===== config.mk =====
export PLATFORM = sky130hd
export DESIGN_NAME = regfile_sb
export DESIGN_NICKNAME = d
export VERILOG_FILES = /design/src/rtl/regfile_pkg.sv /design/src/rtl/reg_scoreboard.sv /design/src/rtl/regfile_sb.sv
export SDC_FILE = /design/constraint.sdc
export NUM_CORES = 1
export LEC_CHECK = 0
export ABC_AREA = 1
export BUFFER_PORTS_ARGS = -buffer_cell sky130_fd_sc_hd__buf_2
export CAP_MARGIN = 20
export CORE_MARGIN = 2
export CORE_UTILIZATION = 43
export CTS_CLUSTER_SIZE = 8
export DETAILED_ROUTE_END_ITERATION = 16
export GPL_TIMING_DRIVEN = 0
export PLACE_DENSITY = 0.65
export SYNTH_ARGS = -nofsm -noshare
export SYNTH_HDL_FRONTEND = slang
export SYNTH_SLANG_ARGS = --single-unit

===== constraint.sdc =====
create_clock -name Clk -period 3.4 [get_ports Clk]
set_input_delay 0.34 -clock Clk [delete_from_list [all_inputs] [get_ports Clk]]
set_output_delay 0.34 -clock Clk [all_outputs]
set_load 0.02 [all_outputs]

===== src/rtl/regfile_pkg.sv =====
// Shared defaults and operand types for the register file and its consumers in decode/datapath.
package regfile_pkg;

  localparam int unsigned DefDw    = 8;
  localparam int unsigned DefDepth = 8;
  localparam int unsigned DefNrd   = 2;
  localparam int unsigned DefAw    = $clog2(DefDepth);

  typedef logic [DefAw-1:0] reg_addr_t;
  typedef logic [DefDw-1:0] reg_data_t;

endpackage


===== src/rtl/reg_scoreboard.sv =====
// Write-pending scoreboard: one busy bit per register plus a registered count of busy registers.
module reg_scoreboard
  import regfile_pkg::*;
#(
  parameter int unsigned DEPTH   = DefDepth,
  parameter bit          ZERO_R0 = 1'b0,
  localparam int unsigned AW     = $clog2(DEPTH),
  localparam int unsigned CW     = $clog2(DEPTH + 1)
) (
  input  logic             Clk,
  input  logic             Reset_n,
  input  logic             SetEn,
  input  logic [AW-1:0]    SetAddr,
  input  logic             Wen,
  input  logic [AW-1:0]    Wd,
  output logic [DEPTH-1:0] Busy,
  output logic [CW-1:0]    PendCnt
);

  logic [DEPTH-1:0] busy_q, busy_d;
  logic [CW-1:0]    cnt_q, cnt_d;
  logic             wr_ok, set_ok;

  assign wr_ok  = Wen   && !(ZERO_R0 && (Wd == '0));
  assign set_ok = SetEn && !(ZERO_R0 && (SetAddr == '0));

  // Set is applied after the clear so a new producer wins over the resolving write.
  always_comb begin
    busy_d = busy_q;
    if (wr_ok) begin
      busy_d[Wd] = 1'b0;
    end
    if (set_ok) begin
      busy_d[SetAddr] = 1'b1;
    end
    cnt_d = '0;
    for (int i = 0; i < int'(DEPTH); i++) begin
      cnt_d = cnt_d + CW'(busy_d[i]);
    end
  end

  always_ff @(posedge Clk or negedge Reset_n) begin
    if (!Reset_n) begin
      busy_q <= '0;
      cnt_q  <= '0;
    end else begin
      busy_q <= busy_d;
      cnt_q  <= cnt_d;
    end
  end

  assign Busy    = busy_q;
  assign PendCnt = cnt_q;

endmodule


===== src/rtl/regfile_sb.sv =====
// Multi-read-port register file with optional write-through bypass, hard-wired r0 and an
// integrated write-pending scoreboard for RAW hazard stalls.
module regfile_sb
  import regfile_pkg::*;
#(
  parameter int unsigned DW      = DefDw,
  parameter int unsigned DEPTH   = DefDepth,
  parameter int unsigned NRD     = DefNrd,
  parameter bit          BYPASS  = 1'b1,
  parameter bit          ZERO_R0 = 1'b0,
  localparam int unsigned AW     = $clog2(DEPTH),
  localparam int unsigned CW     = $clog2(DEPTH + 1)
) (
  input  logic                    Clk,
  input  logic                    Reset_n,
  input  logic                    Wen,
  input  logic [AW-1:0]           Wd,
  input  logic [DW-1:0]           Wdat,
  input  logic                    SetEn,
  input  logic [AW-1:0]           SetAddr,
  input  logic [NRD-1:0][AW-1:0]  Ra,
  output logic [NRD-1:0][DW-1:0]  Rdat,
  output logic [NRD-1:0]          RBusy,
  output logic [CW-1:0]           PendCnt
);

  logic [DW-1:0]    mem_q [DEPTH];
  logic [DEPTH-1:0] busy;
  logic             wr_ok;

  assign wr_ok = Wen && !(ZERO_R0 && (Wd == '0));

  always_ff @(posedge Clk or negedge Reset_n) begin
    if (!Reset_n) begin
      for (int i = 0; i < int'(DEPTH); i++) begin
        mem_q[i] <= '0;
      end
    end else if (wr_ok) begin
      mem_q[Wd] <= Wdat;
    end
  end

  reg_scoreboard #(
    .DEPTH   (DEPTH),
    .ZERO_R0 (ZERO_R0)
  ) u_scoreboard (
    .Clk     (Clk),
    .Reset_n (Reset_n),
    .SetEn   (SetEn),
    .SetAddr (SetAddr),
    .Wen     (Wen),
    .Wd      (Wd),
    .Busy    (busy),
    .PendCnt (PendCnt)
  );

  // Forwarded data is the resolving write, so a bypassed port never reports busy.
  // Outputs are forced low while in reset so a pending write cannot leak through the bypass.
  always_comb begin
    Rdat  = '0;
    RBusy = '0;
    for (int p = 0; p < int'(NRD); p++) begin
      Rdat[p]  = mem_q[Ra[p]];
      RBusy[p] = busy[Ra[p]];
      if (BYPASS && wr_ok && (Wd == Ra[p])) begin
        Rdat[p]  = Wdat;
        RBusy[p] = 1'b0;
      end
      if (!Reset_n || (ZERO_R0 && (Ra[p] == '0))) begin
        Rdat[p]  = '0;
        RBusy[p] = 1'b0;
      end
    end
  end

endmodule


==> out/qor.yml <==
status: "completed"
final_common_cell: "nand2_1"
synth_fa_ha_area_frac: 0.0246
path_class: "input pin to flip-flop"
final_nets: 785
die_w_microns: 110
r2r-end: "u_scoreboard.PendCnt[1]$_DFF_PN0_"
cp-end-kind: "flip-flop"
reg2reg_depth: 11
layout.cells.most_common_list: "nand2_1 (270), nand3_1 (107), dfrtp_1 (76), buf_2 (59), nor2_1 (57)"
ys_ff_latch: 76
holdPathEnd: "u_scoreboard.Busy[0]$_DFF_PN0_"
first_pass_iters: 7
ys_seq_area_frac: 0.397
synth-xor-area-share: 0.00183
portBuffers: 41
synth_compound_area_frac: 0.0918
cp_max_fo: 10
yosys.area.top_type_share: 0.397
die_y_microns: 110
grt_usage: 0.277
powerDensity_mw_per_mm2: 522
hold_path_depth: 2
synth_area_leaders: "dfrtp_1 (40%), nand2_1 (21%), nand3_1 (11%)"
synth_top_area_cell: "dfrtp_1"
cp-start-kind: "input pin"
antenna_found_initial: 0
setup_viol: 0
cp.arrival_ps: 3550
finalCriticalPeriod_ps: 3240
drtIter0Drc: 532
max_freq_mhz: 309
drv_cap: 0
grt_start_max_net_pins: 41
grt_overflow: 0
tns_ps: 0
worst_slack_ps: 164
synth_simple_gate_area_frac: 0.407
cp.required_ps: 3720
fin_skew_ps: 7.41
ir_drop_uv: 269
core_area_sq_mm: 0.0108
ys.warnings.count: 0
synth_top_family_by_area: "simple AND/OR/NAND/NOR gates"
start_util: 0.441
min-delay-start: "SetAddr[0]"
synth_fp_nets: 726
cts_tree: "yes"
grt_pass1_wl_microns: 24400
drc: 0
min_period_over_period: 0.952
holdCritPathClass: "input pin to flip-flop"
hold_violations: 0
antenna_left: 0
r2r_start: "u_scoreboard.Busy[1]$_DFF_PN0_"
tightest_slew_ps: 561
ys_types: 26
muxShareOfSynthArea: 0
fp.dieArea_sq_mm: 0.0120
syn_avg_cell_area_sq_um: 6.89
dp_hpwl_microns: 11700
wl_per_cell_microns: 17.5
clkSlewWorstSetupHoldPaths_ps: 80
diodes: 0
drive_above_1_share: 0.187
fill_cells: 1129
h-tree-depth: 3
cts_max_path_buffers: 2
vias: 4816
timing.hold.ws_ps: 249
pre_cts_slack_ps: -465
p_leak_nw: 2.77
via_per_inst: 5.36
numCtsBuffers: 9
synthCells: 695
netlist_area_sq_mm: 0.00479
clock_latency_ps: 370
first_global_vias: 4412
area_delta_synth_final_pct: 13.8
floorplan.rows: 38
ioPinCount: 46
wl_microns: 15700
slew_headroom: 0.624
regToRegSetupSlack_ps: 420
p_total_w: 0.00284
root_buffer: "clkbuf_8"
slew_violations: 0
cts_num_sinks: 76
routabilityCongestion: 0.991
[stage by stage]
| step | utilization | cell area (sq um) | cells |
|---|---|---|---|
| 6_report | 0.502 | 5450 | 899 |
| 5_1_grt | 0.502 | 5450 | 899 |
| 4_1_cts | 0.498 | 5400 | 894 |
| 3_5_place_dp | 0.479 | 5190 | 877 |
| 3_3_place_gp | 0.477 | 5170 | 876 |
| 2_1_floorplan | - | 4790 | 695 |
[critical path, cell delays in order]
cell	delay (ps)
buf_2	120
inv_2	50
nor2_4	130
inv_2	70
nor2_4	130
inv_4	70
buf_6	150
nand2_1	60
o21ai_1	80
ha_1	300
fa_1	500
inv_1	60
fa_1	500
inv_1	60
fa_2	380
inv_1	70
fa_1	400
inv_1	60
[state kept, by name, indices dropped and copies added, names as in the netlist]
register              count
mem_q                    64
u_scoreboard.Busy         8
u_scoreboard.PendCnt      4
[cell families (layout without fill, tap and decap cells)]
group / after synthesis / after routing
AOI/OAI and AO/OA: 79 / 79
DFF: 76 / 76
buffers and inverters: 74 / 138
and+or+nand+nor: 458 / 458
adders and majority gates: 7 / 7
xor gates and xnor gates: 1 / 1
[where the power goes]
group	internal [W]	switching, W
registers	0.00109	0.000148
clock network	0.000339	0.000358
logic	0.000335	0.000568
[layout make-up]
| cell class | instances | area [sq um] | share of cell area |
|---|---|---|---|
| Multi-Input combinational cell | 545 | 2530 | 0.465 |
| Sequential cell | 76 | 1900 | 0.349 |
| Timing Repair Buffer | 48 | 275 | 0.0505 |
| Buffer | 36 | 226 | 0.0416 |
| Tap cell | 140 | 175 | 0.0322 |
| Inverter | 38 | 145 | 0.0266 |
| Clock buffer | 10 | 128 | 0.0234 |
| Clock inverter | 6 | 65.1 | 0.0119 |
[Yosys cell counts]
cell,count
a21oi_2,2
o21ai_0,15
fa_1,4
buf_6,5
buf_4,8
nand2_1,270
o21ai_1,41
nand2_4,2
inv_2,13
inv_1,17
nor2_1,58
o21ai_2,8
o211ai_1,1
buf_2,19
clkbuf_1,4
nor2_2,10
nand3_1,107
a21oi_1,9
ha_1,3
nor2_8,1
nand2_2,7
o22ai_1,3
dfrtp_1,76
clkinv_1,8
xnor2_1,1
nor2_4,3
[timing repair]
item                                    4_1_cts  5_1_grt
hold buffers                                  1        0
pin swaps                                     0        3
cloned                                        0        0
endpoints found under the hold margin        36        0
gates resized for setup                       1        3
setup buffers                                 0        5
endpoints found under the setup margin        1        2
[layer usage]
layer  global-route usage  routed length (microns)  share of wire  vias up
li1                     -                        -              -     2342
met1                0.388                     6780           0.43     2248
met2                0.418                     7180           0.46      199
met3               0.0504                     1290          0.082       27
met4                0.120                      459          0.029        0
met5                    0                        0              0        -
[worst max-delay path by stage]
| stage | from | end | slack [ps] | depth (start not counted) |
|---|---|---|---|---|
| 2_1_floorplan | Wen | u_scoreboard.PendCnt[1]$_DFF_PN0_ | 50 | 17 |
| 3_3_place_gp | Wd[0] | u_scoreboard.PendCnt[1]$_DFF_PN0_ | -430 | 17 |
| 3_5_place_dp | Wd[0] | u_scoreboard.PendCnt[1]$_DFF_PN0_ | -460 | 17 |
| 4_1_cts | Wd[0] | u_scoreboard.PendCnt[1]$_DFF_PN0_ | 0.1 | 17 |
| 5_1_grt | Wen | u_scoreboard.PendCnt[1]$_DFF_PN0_ | -20 | 18 |
| 6_report | Wen | u_scoreboard.PendCnt[1]$_DFF_PN0_ | 160 | 18 |
Power figures use the tool's default switching activity.
